### config.mk
export PLATFORM = sky130hd
export DESIGN_NAME = id_issue_stage
export DESIGN_NICKNAME = d
export VERILOG_FILES = /design/src/rtl/cpu_pkg.sv /design/src/rtl/scoreboard.sv /design/src/rtl/id_issue_stage.sv
export SDC_FILE = /design/constraint.sdc
export NUM_CORES = 1
export LEC_CHECK = 0
export CAP_MARGIN = 10
export CORE_MARGIN = 2
export CORE_UTILIZATION = 46
export CTS_BUF_LIST = sky130_fd_sc_hd__clkbuf_8
export CTS_CLUSTER_SIZE = 10
export DETAILED_ROUTE_END_ITERATION = 12
export PLACE_DENSITY = 0.83
export SYNTH_ARGS = -nofsm -noshare
export SYNTH_HDL_FRONTEND = slang
export SYNTH_SLANG_ARGS = --single-unit
### constraint.sdc
create_clock -name clk -period 3.6 [get_ports clk]
set_input_delay 0.54 -clock clk [delete_from_list [all_inputs] [get_ports clk]]
set_output_delay 0.54 -clock clk [all_outputs]
set_load 0.05 [all_outputs]
### src/rtl/cpu_pkg.sv
// Shared definitions for the 32-bit CPU: opcodes, instruction field positions,
// and the data-processing immediate rotate helper.
package cpu_pkg;

   localparam int DW_DEF   = 32;
   localparam int AW_DEF   = 4;
   localparam int NREG_DEF = 16;

   typedef enum logic [3:0] {
      OP_AND = 4'd0,
      OP_EOR = 4'd1,
      OP_SUB = 4'd2,
      OP_RSB = 4'd3,
      OP_ADD = 4'd4,
      OP_ADC = 4'd5,
      OP_SBC = 4'd6,
      OP_RSC = 4'd7,
      OP_TST = 4'd8,
      OP_TEQ = 4'd9,
      OP_CMP = 4'd10,
      OP_CMN = 4'd11,
      OP_ORR = 4'd12,
      OP_MOV = 4'd13,
      OP_BIC = 4'd14,
      OP_MVN = 4'd15
   } opcode_e;

   localparam int CLASS_HI = 27;
   localparam int CLASS_LO = 26;
   localparam int I_BIT    = 25;
   localparam int OPC_HI   = 24;
   localparam int OPC_LO   = 21;
   localparam int S_BIT    = 20;
   localparam int RN_HI    = 19;
   localparam int RN_LO    = 16;
   localparam int RD_HI    = 15;
   localparam int RD_LO    = 12;
   localparam int ROT_HI   = 11;
   localparam int ROT_LO   = 8;
   localparam int IMM_HI   = 7;
   localparam int IMM_LO   = 0;
   localparam int RM_HI    = 3;
   localparam int RM_LO    = 0;

   localparam logic [1:0] CLASS_DP = 2'b00;

   // Rotating a doubled copy right and keeping the low half gives a true rotate.
   function automatic logic [31:0] rotate_imm(input logic [7:0] imm8, input logic [3:0] rot);
      return 32'({24'b0, imm8, 24'b0, imm8} >> {rot, 1'b0});
   endfunction

endpackage

### src/rtl/scoreboard.sv
// Pending-write scoreboard: one busy bit per architectural register.
// A set and a clear of the same register in one cycle leaves it busy.
module scoreboard
   import cpu_pkg::*;
#(
   parameter int NREG = NREG_DEF,
   parameter int AW   = AW_DEF
) (
   input  logic            clk,
   input  logic            rst,
   input  logic            set_en,
   input  logic [AW-1:0]   set_addr,
   input  logic            clr_en,
   input  logic [AW-1:0]   clr_addr,
   output logic [NREG-1:0] busy
);

   logic [NREG-1:0] busy_d;
   logic [NREG-1:0] busy_q;

   always_comb begin
      busy_d = busy_q;
      if (clr_en) busy_d[clr_addr] = 1'b0;
      if (set_en) busy_d[set_addr] = 1'b1;
   end

   always_ff @(posedge clk or negedge rst) begin
      if (!rst) busy_q <= '0;
      else      busy_q <= busy_d;
   end

   assign busy = busy_q;

endmodule

### src/rtl/id_issue_stage.sv
// Decode/issue stage: decodes data-processing instructions, stalls on register
// hazards against the scoreboard, and registers operands into the execute slot.
module id_issue_stage
   import cpu_pkg::*;
#(
   parameter int NREG = NREG_DEF,
   parameter int AW   = AW_DEF,
   parameter int DW   = DW_DEF
) (
   input  logic            clk,
   input  logic            rst,
   input  logic            in_valid,
   input  logic [DW-1:0]   in_instr,
   output logic            in_ready,
   output logic [AW-1:0]   rf_read_addr1,
   output logic [AW-1:0]   rf_read_addr2,
   output logic            rf_read_enable,
   input  logic [DW-1:0]   rf_read_data1,
   input  logic [DW-1:0]   rf_read_data2,
   output logic            ex_valid,
   input  logic            ex_ready,
   output logic [3:0]      ex_opcode,
   output logic            ex_set_flags,
   output logic [AW-1:0]   ex_rd,
   output logic            ex_we,
   output logic [DW-1:0]   ex_op_a,
   output logic [DW-1:0]   ex_op_b,
   input  logic            wb_valid,
   input  logic [AW-1:0]   wb_addr,
   output logic [NREG-1:0] busy_mask
);

   logic            is_dp;
   logic            imm_sel;
   logic            uses_rn;
   logic            uses_rm;
   logic            writes_rd;
   logic            hazard;
   logic            accept;
   opcode_e         opcode;
   logic [AW-1:0]   rn;
   logic [AW-1:0]   rd;
   logic [AW-1:0]   rm;
   logic [NREG-1:0] busy;
   logic            unused_cond;

   logic            ex_valid_d,     ex_valid_q;
   opcode_e         ex_opcode_d,    ex_opcode_q;
   logic            ex_set_flags_d, ex_set_flags_q;
   logic [AW-1:0]   ex_rd_d,        ex_rd_q;
   logic            ex_we_d,        ex_we_q;
   logic [DW-1:0]   ex_op_a_d,      ex_op_a_q;
   logic [DW-1:0]   ex_op_b_d,      ex_op_b_q;

   assign unused_cond = ^in_instr[31:28];

   // The hazard check uses registered busy bits only, so a same-cycle writeback
   // cannot release a stalled instruction until the following cycle.
   always_comb begin
      is_dp     = (in_instr[CLASS_HI:CLASS_LO] == CLASS_DP);
      imm_sel   = in_instr[I_BIT];
      opcode    = opcode_e'(in_instr[OPC_HI:OPC_LO]);
      rn        = AW'(in_instr[RN_HI:RN_LO]);
      rd        = AW'(in_instr[RD_HI:RD_LO]);
      rm        = AW'(in_instr[RM_HI:RM_LO]);
      uses_rn   = is_dp && !(opcode inside {OP_MOV, OP_MVN});
      uses_rm   = is_dp && !imm_sel;
      writes_rd = is_dp && !(opcode inside {OP_TST, OP_TEQ, OP_CMP, OP_CMN});
      hazard    = (uses_rn && busy[rn]) || (uses_rm && busy[rm]) || (writes_rd && busy[rd]);
      in_ready  = !hazard && (!ex_valid_q || ex_ready);
      accept    = in_valid && in_ready;
   end

   always_comb begin
      ex_valid_d     = ex_valid_q;
      ex_opcode_d    = ex_opcode_q;
      ex_set_flags_d = ex_set_flags_q;
      ex_rd_d        = ex_rd_q;
      ex_we_d        = ex_we_q;
      ex_op_a_d      = ex_op_a_q;
      ex_op_b_d      = ex_op_b_q;
      if (accept) begin
         ex_valid_d     = 1'b1;
         ex_opcode_d    = opcode;
         ex_set_flags_d = in_instr[S_BIT];
         ex_rd_d        = rd;
         ex_we_d        = writes_rd;
         ex_op_a_d      = is_dp ? rf_read_data1 : '0;
         if (!is_dp)       ex_op_b_d = '0;
         else if (imm_sel) ex_op_b_d = DW'(rotate_imm(in_instr[IMM_HI:IMM_LO], in_instr[ROT_HI:ROT_LO]));
         else              ex_op_b_d = rf_read_data2;
      end else if (ex_ready) begin
         ex_valid_d = 1'b0;
      end
   end

   always_ff @(posedge clk or negedge rst) begin
      if (!rst) begin
         ex_valid_q     <= 1'b0;
         ex_opcode_q    <= OP_AND;
         ex_set_flags_q <= 1'b0;
         ex_rd_q        <= '0;
         ex_we_q        <= 1'b0;
         ex_op_a_q      <= '0;
         ex_op_b_q      <= '0;
      end else begin
         ex_valid_q     <= ex_valid_d;
         ex_opcode_q    <= ex_opcode_d;
         ex_set_flags_q <= ex_set_flags_d;
         ex_rd_q        <= ex_rd_d;
         ex_we_q        <= ex_we_d;
         ex_op_a_q      <= ex_op_a_d;
         ex_op_b_q      <= ex_op_b_d;
      end
   end

   scoreboard #(
      .NREG (NREG),
      .AW   (AW)
   ) u_scoreboard (
      .clk      (clk),
      .rst      (rst),
      .set_en   (accept && writes_rd),
      .set_addr (rd),
      .clr_en   (wb_valid),
      .clr_addr (wb_addr),
      .busy     (busy)
   );

   assign rf_read_addr1  = rn;
   assign rf_read_addr2  = rm;
   assign rf_read_enable = in_valid;
   assign ex_valid       = ex_valid_q;
   assign ex_opcode      = ex_opcode_q;
   assign ex_set_flags   = ex_set_flags_q;
   assign ex_rd          = ex_rd_q;
   assign ex_we          = ex_we_q;
   assign ex_op_a        = ex_op_a_q;
   assign ex_op_b        = ex_op_b_q;
   assign busy_mask      = busy;

endmodule
==> results.md, run 1 <==
- Inst Count DP: roughly 860
- Synth unique cells: 46
- Synthesis-to-layout area growth: 41.6%
- Syn_nets: ~660
- N_diodes: 0
- Slowest-stage cell, CP: mux4_2
- FF+latch count, synth: between 90 and 100
- Most used DFF post-synth: dfrtp_1
- Fin cells: 870
- Part of the Yosys area used for sequential elements: a little over two fifths
- CTS Hold Buffers Added: 0
- Wire per inst: 19.4 um
- Layout cells sized above 1: between 10% and 20%
- Clock-pin slew on the worst setup and hold paths: 80 ps
- Fill count: roughly 930
- Worst hold path class: in -> async
- Final hold violations: 0
- Final ANT Viol Nets: 0
- Crit path required time: about 3100 ps
- Synth async-reset ratio: 100%
- Largest net degree at the start of global routing: between 90 and 100
- Crit start category: input port
- Endpoints failing setup: 0
- Critical Path Max Stage Delay: around 520 ps
- Starting Density: about 47%
- Cell Area, Synth: ~0.0053 sq mm
- Via Count: 5,225
- CTS tree: built
- Clk root buf: clkbuf_8
- Pre-antenna DRT Iters: 5
- Max-cap violations: 0
- Clock Skews: ~8.5 ps
- Synth cell count leaders: dfrtp_1, o21ai_0, nand2_1
- Pre-CTS WS: 106 ps
- Synth warn: 0
- Leading area contributor after synthesis: dfrtp_1
- Clock buffer depth: 2
- Worst path bufs/invs: 4
- 1st-iter DRT viols: about 470
- Top-count cell post-synth: dfrtp_1
- Worst-Margin Slew: roughly 850 ps
- Die width: 112 um
- Fin. max-slew vios: 0
- Tcrit/Tclk final: around 90%
- GRT overflow: 0
- GP Congestion: around 0.9
- Fmax: roughly 310 MHz
- Setup bufs post-CTS: 0
- Crit Path Class: in -> out
- Static Leakage: about 0.003 uW
- Number of global-route vias before repair: slightly above 5,000
- Clk Latency, worst-skew pair: between 300 and 400 ps
- Worst Path Arrival: 2700 ps
- Clk sinks: 91
- Max H-tree Level: 3
- DIE AREA: ~0.013 sq mm
- I/O pin total: slightly above 200
- Crit-path cells: clkdlybuf4s50_1, buf_4, mux4_2, o2111ai_1, and3_1, nand3b_1, inv_1, buf_12
- Post-synth EDFFs: 0
- Avg Vias per Cell: roughly 6.0
- FP Rows: 39
- Max IR drop VDD: approximately 0.00026 V
- Post-DP HPWL: approximately 12,000 um
- Crit Path Max Fanout: 11
- Relative max-transition margin: about 43%
- Cell class contributing the biggest share of worst-path delay: buffers and inverters
- PnR worst setup slack: roughly 360 ps
- DRT Wirelength: around 17,000 um
- Top cell type's share of synthesized area: 42.6%
- Initial antenna violation count: 0
- Post_cts resized: 0
- CP Depth: 8
- Nets@finish: between 800 and 900
- R2r worst-path depth: 6
- First-pass GRT wire length: ~27,000 um
- Largest cells by area after synthesis: dfrtp_1, o21ai_0, o31ai_1
- Num CTS Buffers: 9
- Post-Synthesis Cells: between 500 and 600
- GRT Total Usage: 26.7%
- RSZ-0062 raised after global routing: false
- Power per cell area: ~410 mW/mm^2
- PortBufs: 201
- # DRC: 0
- Core Region: 0.0114 sq mm
- Die Span Y: roughly 110 um
- Syn_area_per_cell: between 9 and 10 sq um
- Minimum clock period: approximately 3200 ps
- Post-Route Utilization: between 60 and 70%
- CP Capture Type: output pin
- Setup TNS: 0 ps
- Status: completed
[worst register-to-register path, cell delays in order (launching register included)]
cell and delay, ps:
dfrtp_1 470, mux4_2 490, o2111a_1 290, or4_2 770, nor2_8 150, buf_12 190
mux2_2 360
[placed cells by master (no fill, tap or decap), drive strengths merged, types with 2 or more instances in the layout]
master	synthesis	layout
nand4	4	4
a31oi	3	3
a21oi	32	32
o2111a	2	2
o21ai	77	77
nand3	14	14
buf	22	21
dfrtp	91	91
nor4	3	3
inv	6	7
nand3b	7	7
mux2i	20	20
mux4	6	6
or2	4	4
clkbuf	39	9
a2bb2oi	2	2
a32oi	2	2
mux2	31	31
o22ai	7	7
nor2	19	19
and3	2	2
clkdlybuf4s50	0	198
o41ai	24	24
nand2	45	45
o2111ai	2	2
nor3	2	2
a22oi	5	5
o31ai	36	36
nand2b	14	14
o32a	2	2
nor2b	20	20
a211oi	4	4
[worst paths after layout]
path	from	endpoint	slack [ps]
min reg2reg	ex_op_b[8]$_DFFE_PN0P_	ex_op_b[8]$_DFFE_PN0P_	510
min	rst	ex_op_b[23]$_DFFE_PN0P_	190
max in group asynchronous	rst	ex_rd[3]$_DFFE_PN0P_	2640
max	in_instr[0]	in_ready	360
max reg2reg	u_scoreboard.busy[12]$_DFF_PN0_	ex_op_b[0]$_DFFE_PN0P_	760
min in group clk	ex_op_b[8]$_DFFE_PN0P_	ex_op_b[8]$_DFFE_PN0P_	510
[cell families (layout without fill, tap and decap cells)]
group | Yosys count | in the layout | share of synthesized area [%]
flops | 91 | 91 | 42.6
mux | 57 | 57 | 13.5
compound gates | 202 | 202 | 24.1
simple gates | 139 | 139 | 13.5
buf+inv | 67 | 238 | 6.39
[power by group]
part / internal (uW) / switching, uW / total (uW)
logic: 468 / 759 / 1230
clock network: 306 / 348 / 654
registers: 1130 / 87.9 / 1220
[area by class of cell]
type / count / area [sq um] / area share, %
Inverter: 6 / 22.5 / 0.297
Sequential cell: 91 / 2280 / 30.1
Timing Repair Buffer: 219 / 2190 / 28.9
Clock buffer: 9 / 124 / 1.64
Multi-Input combinational cell: 398 / 2740 / 36.1
Tap cell: 143 / 179 / 2.36
Clock inverter: 4 / 46.3 / 0.611
[registers in the layout, summed over array words and instances (netlist names)]
name,flops
ex_op_a,32
ex_op_b,32
u_scoreboard.busy,16
ex_opcode,4
ex_rd,4
ex_set_flags,1
ex_valid,1
ex_we,1
[through the flow]
stage	total power [uW]	area (sq um)	hold slack (ps)
finish	3100	7570	194
global route	3220	7570	224
CTS	3110	7570	196
detailed placement	2460	7400	495
global placement	2430	7400	491
floorplan	1970	5350	244
[per-layer routing]
metal	GRT usage [%]	wire, um
met1	33.8	6760
met3	5.72	1250
met4	8.89	308
met2	45.8	8550
met5	0	0
Note: power is estimated with default switching activity, not from simulation.
==> run 2, diff against run 1 <==
ABC_AREA = 1   (was unset)
PLACE_DENSITY = 0.84   (was 0.83)
==> run 2 against run 1 <==
  * Die area decreased by 1.4%
  * Setup slack improved by 220 ps
  * Routed wire length decreased by 3.9%
  * Combinational power about the same
==> results.md, run 2 <==
- Status: completed
- Relative max-transition margin: 33.6%
- Minimum clock period: approximately 3000 ps
- Power per cell area: roughly 420 mW/mm^2
- Inst Count DP: ~1,000
- Pre-CTS WS: 499 ps
- Crit Path Class: in -> out
- CTS Hold Buffers Added: 0
- Worst-Margin Slew: between 900 and 1000 ps
- Number of global-route vias before repair: 5,187
- Reg area: between 0.002 and 0.0025 sq mm
- Clock-pin slew on the worst setup and hold paths: ~90 ps
- RSZ-0062 raised after global routing: false
- R2r worst-path depth: 15
- Final ANT Viol Nets: 0
- Die Span Y: roughly 110 um
- PnR worst setup slack: 585 ps
- Largest cells by area after synthesis: dfrtp_1, nand2_1, nand3_1
- Top-count cell post-synth: nand2_1
- Sequential share of power: approximately 39%
- First-pass GRT wire length: about 26,000 um
- Die width: 111 um
- GRT Total Usage: between 20% and 30%
- Fmax: ~330 MHz
- Post_cts resized: 0
- Syn_area_per_cell: 7.09 sq um
- Synth warn: 0
- Final hold violations: 0
- DIE AREA: 0.0123 sq mm
- Fin cells: approximately 1,100
- Synthesis-to-layout area growth: 40.3%
- Static Leakage: between 0.003 and 0.004 uW
- Wire per inst: about 15 um
- FP Rows: 39
- Synth unique cells: 27
- Core Region: approximately 0.011 sq mm
- Synth cell count leaders: nand2_1, dfrtp_1, nand3_1
- Crit Path Max Fanout: 11
- Most frequent cells in the layout: nand2_1, clkdlybuf4s50_1, dfrtp_1, nand3_1, o21ai_0
- 1st-iter DRT viols: 508
- Syn_nets: approximately 850
- Largest net degree at the start of global routing: ~90
- GP Congestion: around 0.89
- Clock buffer depth: 2
- Area of the multi-input gates: approximately 0.0025 sq mm
- Clock power frac: between 20% and 30%
- Logic pwr share: between 30% and 40%
- Num CTS Buffers: 9
- Part of the Yosys area used for sequential elements: between 40 and 50%
- Cell Area, Synth: around 0.0053 sq mm
- N_diodes: 0
- Clk root buf: clkbuf_8
- Max-cap violations: 0
- Avg Vias per Cell: between 5 and 6
- Leading area contributor after synthesis: dfrtp_1
- Post-Synthesis Cells: 743
- Sw Share: 40.1%
- Max H-tree Level: 3
- Layout cells sized above 1: between 3 and 4%
- Synth async-reset ratio: 100%
- Top cell type's share of synthesized area: 43.2%
- Nets@finish: ~1,000
- CP Capture Type: output pin
- Initial antenna violation count: 1
- Fill count: about 960
- I/O pin total: 206
- Clk Latency, worst-skew pair: between 300 and 400 ps
- Post-synth EDFFs: 0
- Clk sinks: slightly above 90
- PortBufs: between 200 and 250
- Tcrit/Tclk final: 83.8%
- Psw: between 1000 and 1500 uW
- # DRC: 0
- DRT Wirelength: roughly 16,000 um
- Pre-antenna DRT Iters: 5
- GRT overflow: 0
- Most common cell after layout, fill and taps aside: nand2_1
- Starting Density: 46.7%
- Max IR drop VDD: 0.000345 V
- FF+latch count, synth: 91
- Clock Skews: between 7 and 8 ps
- Crit path required time: just over 3000 ps
- Worst hold path class: in -> async
- Via Count: 5,587
- Setup TNS: 0 ps
- Endpoints failing setup: 0
- Setup bufs post-CTS: 0
- Crit start category: input port
- Cell-internal power: 1880 uW
- Fin. max-slew vios: 0
- Worst Path Arrival: between 2000 and 2500 ps
- Post-DP HPWL: ~12,000 um
- CTS tree: built
- Most used DFF post-synth: dfrtp_1
[run 2: cell types whose count changed after synthesis, sizes merged, moves of 31 or more]
cell / change
mux2: -31
nand2: +236
o31ai: -35
inv: +43
nand4: +48
nand3: +58
[run 2: cell type report]
| class | instances | share of cell area, % |
|---|---|---|
| Tap cell | 143 | 2.42 |
| Clock buffer | 10 | 1.86 |
| Multi-Input combinational cell | 543 | 33.3 |
| Clock inverter | 6 | 0.762 |
| Inverter | 54 | 2.74 |
| Sequential cell | 91 | 30.8 |
| Timing Repair Buffer | 209 | 28.1 |
[run 2: stage by stage]
step           total power (uW)  hold slack (ps)  util [%]  instance area [sq um]
3_5_place_dp               2450              458      63.8                   7200
3_3_place_gp               2440              452      63.8                   7200
6_report                   3130              329      65.6                   7390
2_1_floorplan              2000              244         -                   5270
5_1_grt                    3280              396      65.6                   7390
4_1_cts                    3150              355      65.6                   7390
[run 2: cell families (layout without fill, tap and decap cells)]
kind of cell	count (synthesis)	count (layout)	synth area share, %
DFF	91	91	43.2
AOI/OAI and AO/OA	96	96	9.95
muxes	1	1	0.190
buffers and inverters	109	279	10.3
and+or+nand+nor	446	446	36.4
[run 2: critical path, cell delays in order]
cell and delay [ps]:
clkdlybuf4s50_1 720, nand2_1 220, o21ai_1 160, nor2_1 50, nor2_1 80, nor2_1 60
nand2_1 70, nand3_1 120, nor2_4 200, buf_4 250
[run 2: worst paths after layout]
check,slack (ps),to,startpoint
worst max-delay path,580,in_ready,in_instr[12]
worst min-delay path,330,ex_op_b[17]$_DFFE_PN0P_,rst
worst max register to register,1430,ex_op_b[31]$_DFFE_PN0P_,u_scoreboard.busy[11]$_DFF_PN0_
worst min register to register,470,ex_opcode[1]$_DFFE_PN0P_,ex_opcode[1]$_DFFE_PN0P_
max in group asynchronous,2490,ex_op_a[4]$_DFFE_PN0P_,rst
min in group clk,470,ex_opcode[1]$_DFFE_PN0P_,ex_opcode[1]$_DFFE_PN0P_
[run 2: power by group through the flow]
stage | Sequential, uW | Combinational, uW | Clock [uW]
2_1_floorplan | 1620 | 377 | 0
3_3_place_gp | 1230 | 1210 | 0
3_5_place_dp | 1230 | 1220 | 0
4_1_cts | 1210 | 1230 | 721
5_1_grt | 1220 | 1300 | 760
6_report | 1210 | 1220 | 700
[run 2: routing by layer]
layer | vias to the layer above | global-route usage, % | part of all wire (%)
met5 | - | 0 | 0.080
met4 | 2 | 7.90 | 2.0
met3 | 28 | 7.38 | 8.3
met2 | 238 | 41.1 | 47
met1 | 2549 | 35.4 | 43
li1 | 2770 | - | -
==> run 3, diff against run 2 <==
clock period = 2.83 ns   (was 3.6 ns; I/O delays follow)
==> run 3 against run 2 <==
  * Setup slack got worse by 380 ps
  * Combinational power rose by 30%
  * Clock skew rose by 5.4 ps
  * Critical path depth rose by 2
  * Hold slack got worse by 320 ps
  * Non-clock buffer count rose by 11
  * Flip-flop and latch count did not move
  * First-iteration DRC count fell by 11%
  * Sequential power rose by 27%
  * Core utilization rose by 1.0 points
  * Critical path type unchanged
==> results.md, run 3 (synthesis results as in run 2) <==
- Worst path bufs/invs: 3
- PortBufs: 201
- CP Capture Type: output pin
- CTS Hold Buffers Added: 0
- N_diodes: 0
- Clock buffer depth: 2
- Nets@finish: roughly 1,000
- Crit Path Class: in -> out
- DRT Wirelength: ~16,000 um
- GRT Total Usage: a little over a quarter
- Largest net degree at the start of global routing: 64
- Die Span Y: 111 um
- Crit-path cells: clkdlybuf4s50_1, inv_2, nor2_2, nand2_1, nand2_1, nor2_1, nor2_1, nor2_1, nand2_1, nand3_1, nor2_4, buf_4
- Status: completed
- Core Region: between 0.01 and 0.015 sq mm
- Endpoints failing setup: 0
- Minimum clock period: approximately 2600 ps
- Most common cell after layout, fill and taps aside: nand2_1
- R2r worst-path depth: 15
- CP Depth: 12
- Max-cap violations: 0
- I/O pin total: between 200 and 250
- 1st-iter DRT viols: approximately 450
- Fin cells: about 1,100
- Crit path required time: between 2000 and 2500 ps
- Fmax: 381 MHz
- Slowest-stage cell, CP: clkdlybuf4s50_1
- Num CTS Buffers: 9
- PnR Total Power: 4030 uW
- Pre-antenna DRT Iters: 7
- FP Rows: 39
- Starting Density: 46.7%
- Initial antenna violation count: 0
- Avg Vias per Cell: ~5.3
- Max H-tree Level: 3
- Cell class contributing the biggest share of worst-path delay: buffers and inverters
- Tcrit/Tclk final: between 90 and 100%
- First-pass GRT wire length: between 20,000 and 30,000 um
- DIE AREA: 0.0123 sq mm
- WHS: 12.9 ps
- Max IR drop VDD: between 0.0003 and 0.0004 V
- Final hold violations: 0
- # DRC: 0
- Crit start category: input port
- Worst hold path class: in -> async
- Via Count: ~5,600
- Fin. max-slew vios: 0
- Worst Path Arrival: approximately 2200 ps
- CTS tree: built
- Final Cell Area: around 0.0075 sq mm
- Inst Count DP: 1,051
- Die width: roughly 110 um
- Most frequent cells in the layout: nand2_1, clkdlybuf4s50_1, dfrtp_1, nand3_1, o21ai_0
- Static Leakage: about 0.0036 uW
- Crit Path Max Fanout: 5
- Clk sinks: 91
- Critical Path Max Stage Delay: 590 ps
- RSZ-0062 raised after global routing: false
- Power per cell area: 537 mW/mm^2
- Post-DP HPWL: ~12,000 um
- Post_cts resized: 0
- Relative max-transition margin: roughly 64%
- Worst-Margin Slew: 539 ps
- Wire per inst: approximately 15 um
- Clk Latency, worst-skew pair: between 300 and 400 ps
- Final ANT Viol Nets: 0
- Setup bufs post-CTS: 0
- Setup TNS: 0 ps
- Clock Skews: about 13 ps
- Number of global-route vias before repair: between 5,000 and 6,000
- Fill count: 1,009
- Synthesis-to-layout area growth: 42.5%
- Layout cells sized above 1: under 10%
- GP Congestion: 0.930
- Placement-stage cell area: ~0.0073 sq mm
- Clock-pin slew on the worst setup and hold paths: 90 ps
- Clk root buf: clkbuf_8
- GRT overflow: 0
[run 3: cell types whose count changed in the layout (fill, tap and decap cells not counted), moves of 2 or more]
cell | before | now
clkdlybuf4s50_1 | 198 | 196
clkinv_2 | 3 | 0
clkinv_4 | 0 | 2
buf_12 | 1 | 3
buf_4 | 9 | 19
[run 3: final cells by class]
cell class                      instances  area (sq um)  share of cell area [%]
Inverter                               54           203                    2.70
Multi-Input combinational cell        543          2460                    32.8
Clock buffer                           10           138                    1.83
Sequential cell                        91          2280                    30.3
Timing Repair Buffer                  220          2180                    29.1
Clock inverter                          6          66.3                   0.883
Tap cell                              143           179                    2.38
[run 3: path summary, 6_finish.rpt]
path	from	to	slack (ps)
setup / recovery	in_instr[13]	in_ready	210
min in group clk	ex_rd[2]$_DFFE_PN0P_	ex_rd[2]$_DFFE_PN0P_	470
max in group asynchronous	rst	ex_op_a[25]$_DFFE_PN0P_	2140
hold / removal	rst	ex_opcode[3]$_DFFE_PN0P_	10
hold reg to reg	ex_rd[2]$_DFFE_PN0P_	ex_rd[2]$_DFFE_PN0P_	470
setup reg to reg	u_scoreboard.busy[10]$_DFF_PN0_	ex_opcode[2]$_DFFE_PN0P_	870
[run 3: power breakdown]
group / total (uW) / leakage, uW / internal, uW / switching, uW
clock: 915 / 0.0000999 / 432 / 482
combinational: 1580 / 0.00232 / 538 / 1040
sequential: 1540 / 0.00122 / 1440 / 97.3
[run 3: layer usage]
metal	GRT usage, %	routed length [um]
met2	43.4	7720
met1	35.5	7150
met3	4.81	1190
met5	0	0
met4	10.8	420
[run 3: worst register-to-register path: cells and delay by family (launching register included)]
family	cells	cell delay, ps
and+or+nand+nor	13	1090
DFF	1	410
buffers and inverters	2	360
[run 3: stage by stage]
step,worst slack (ps),utilization [%]
after global placement,162,64.8
final,208,66.6
after detailed placement,116,64.8
after floorplan,749,-
after CTS,109,66.6
after global routing,65.1,66.6
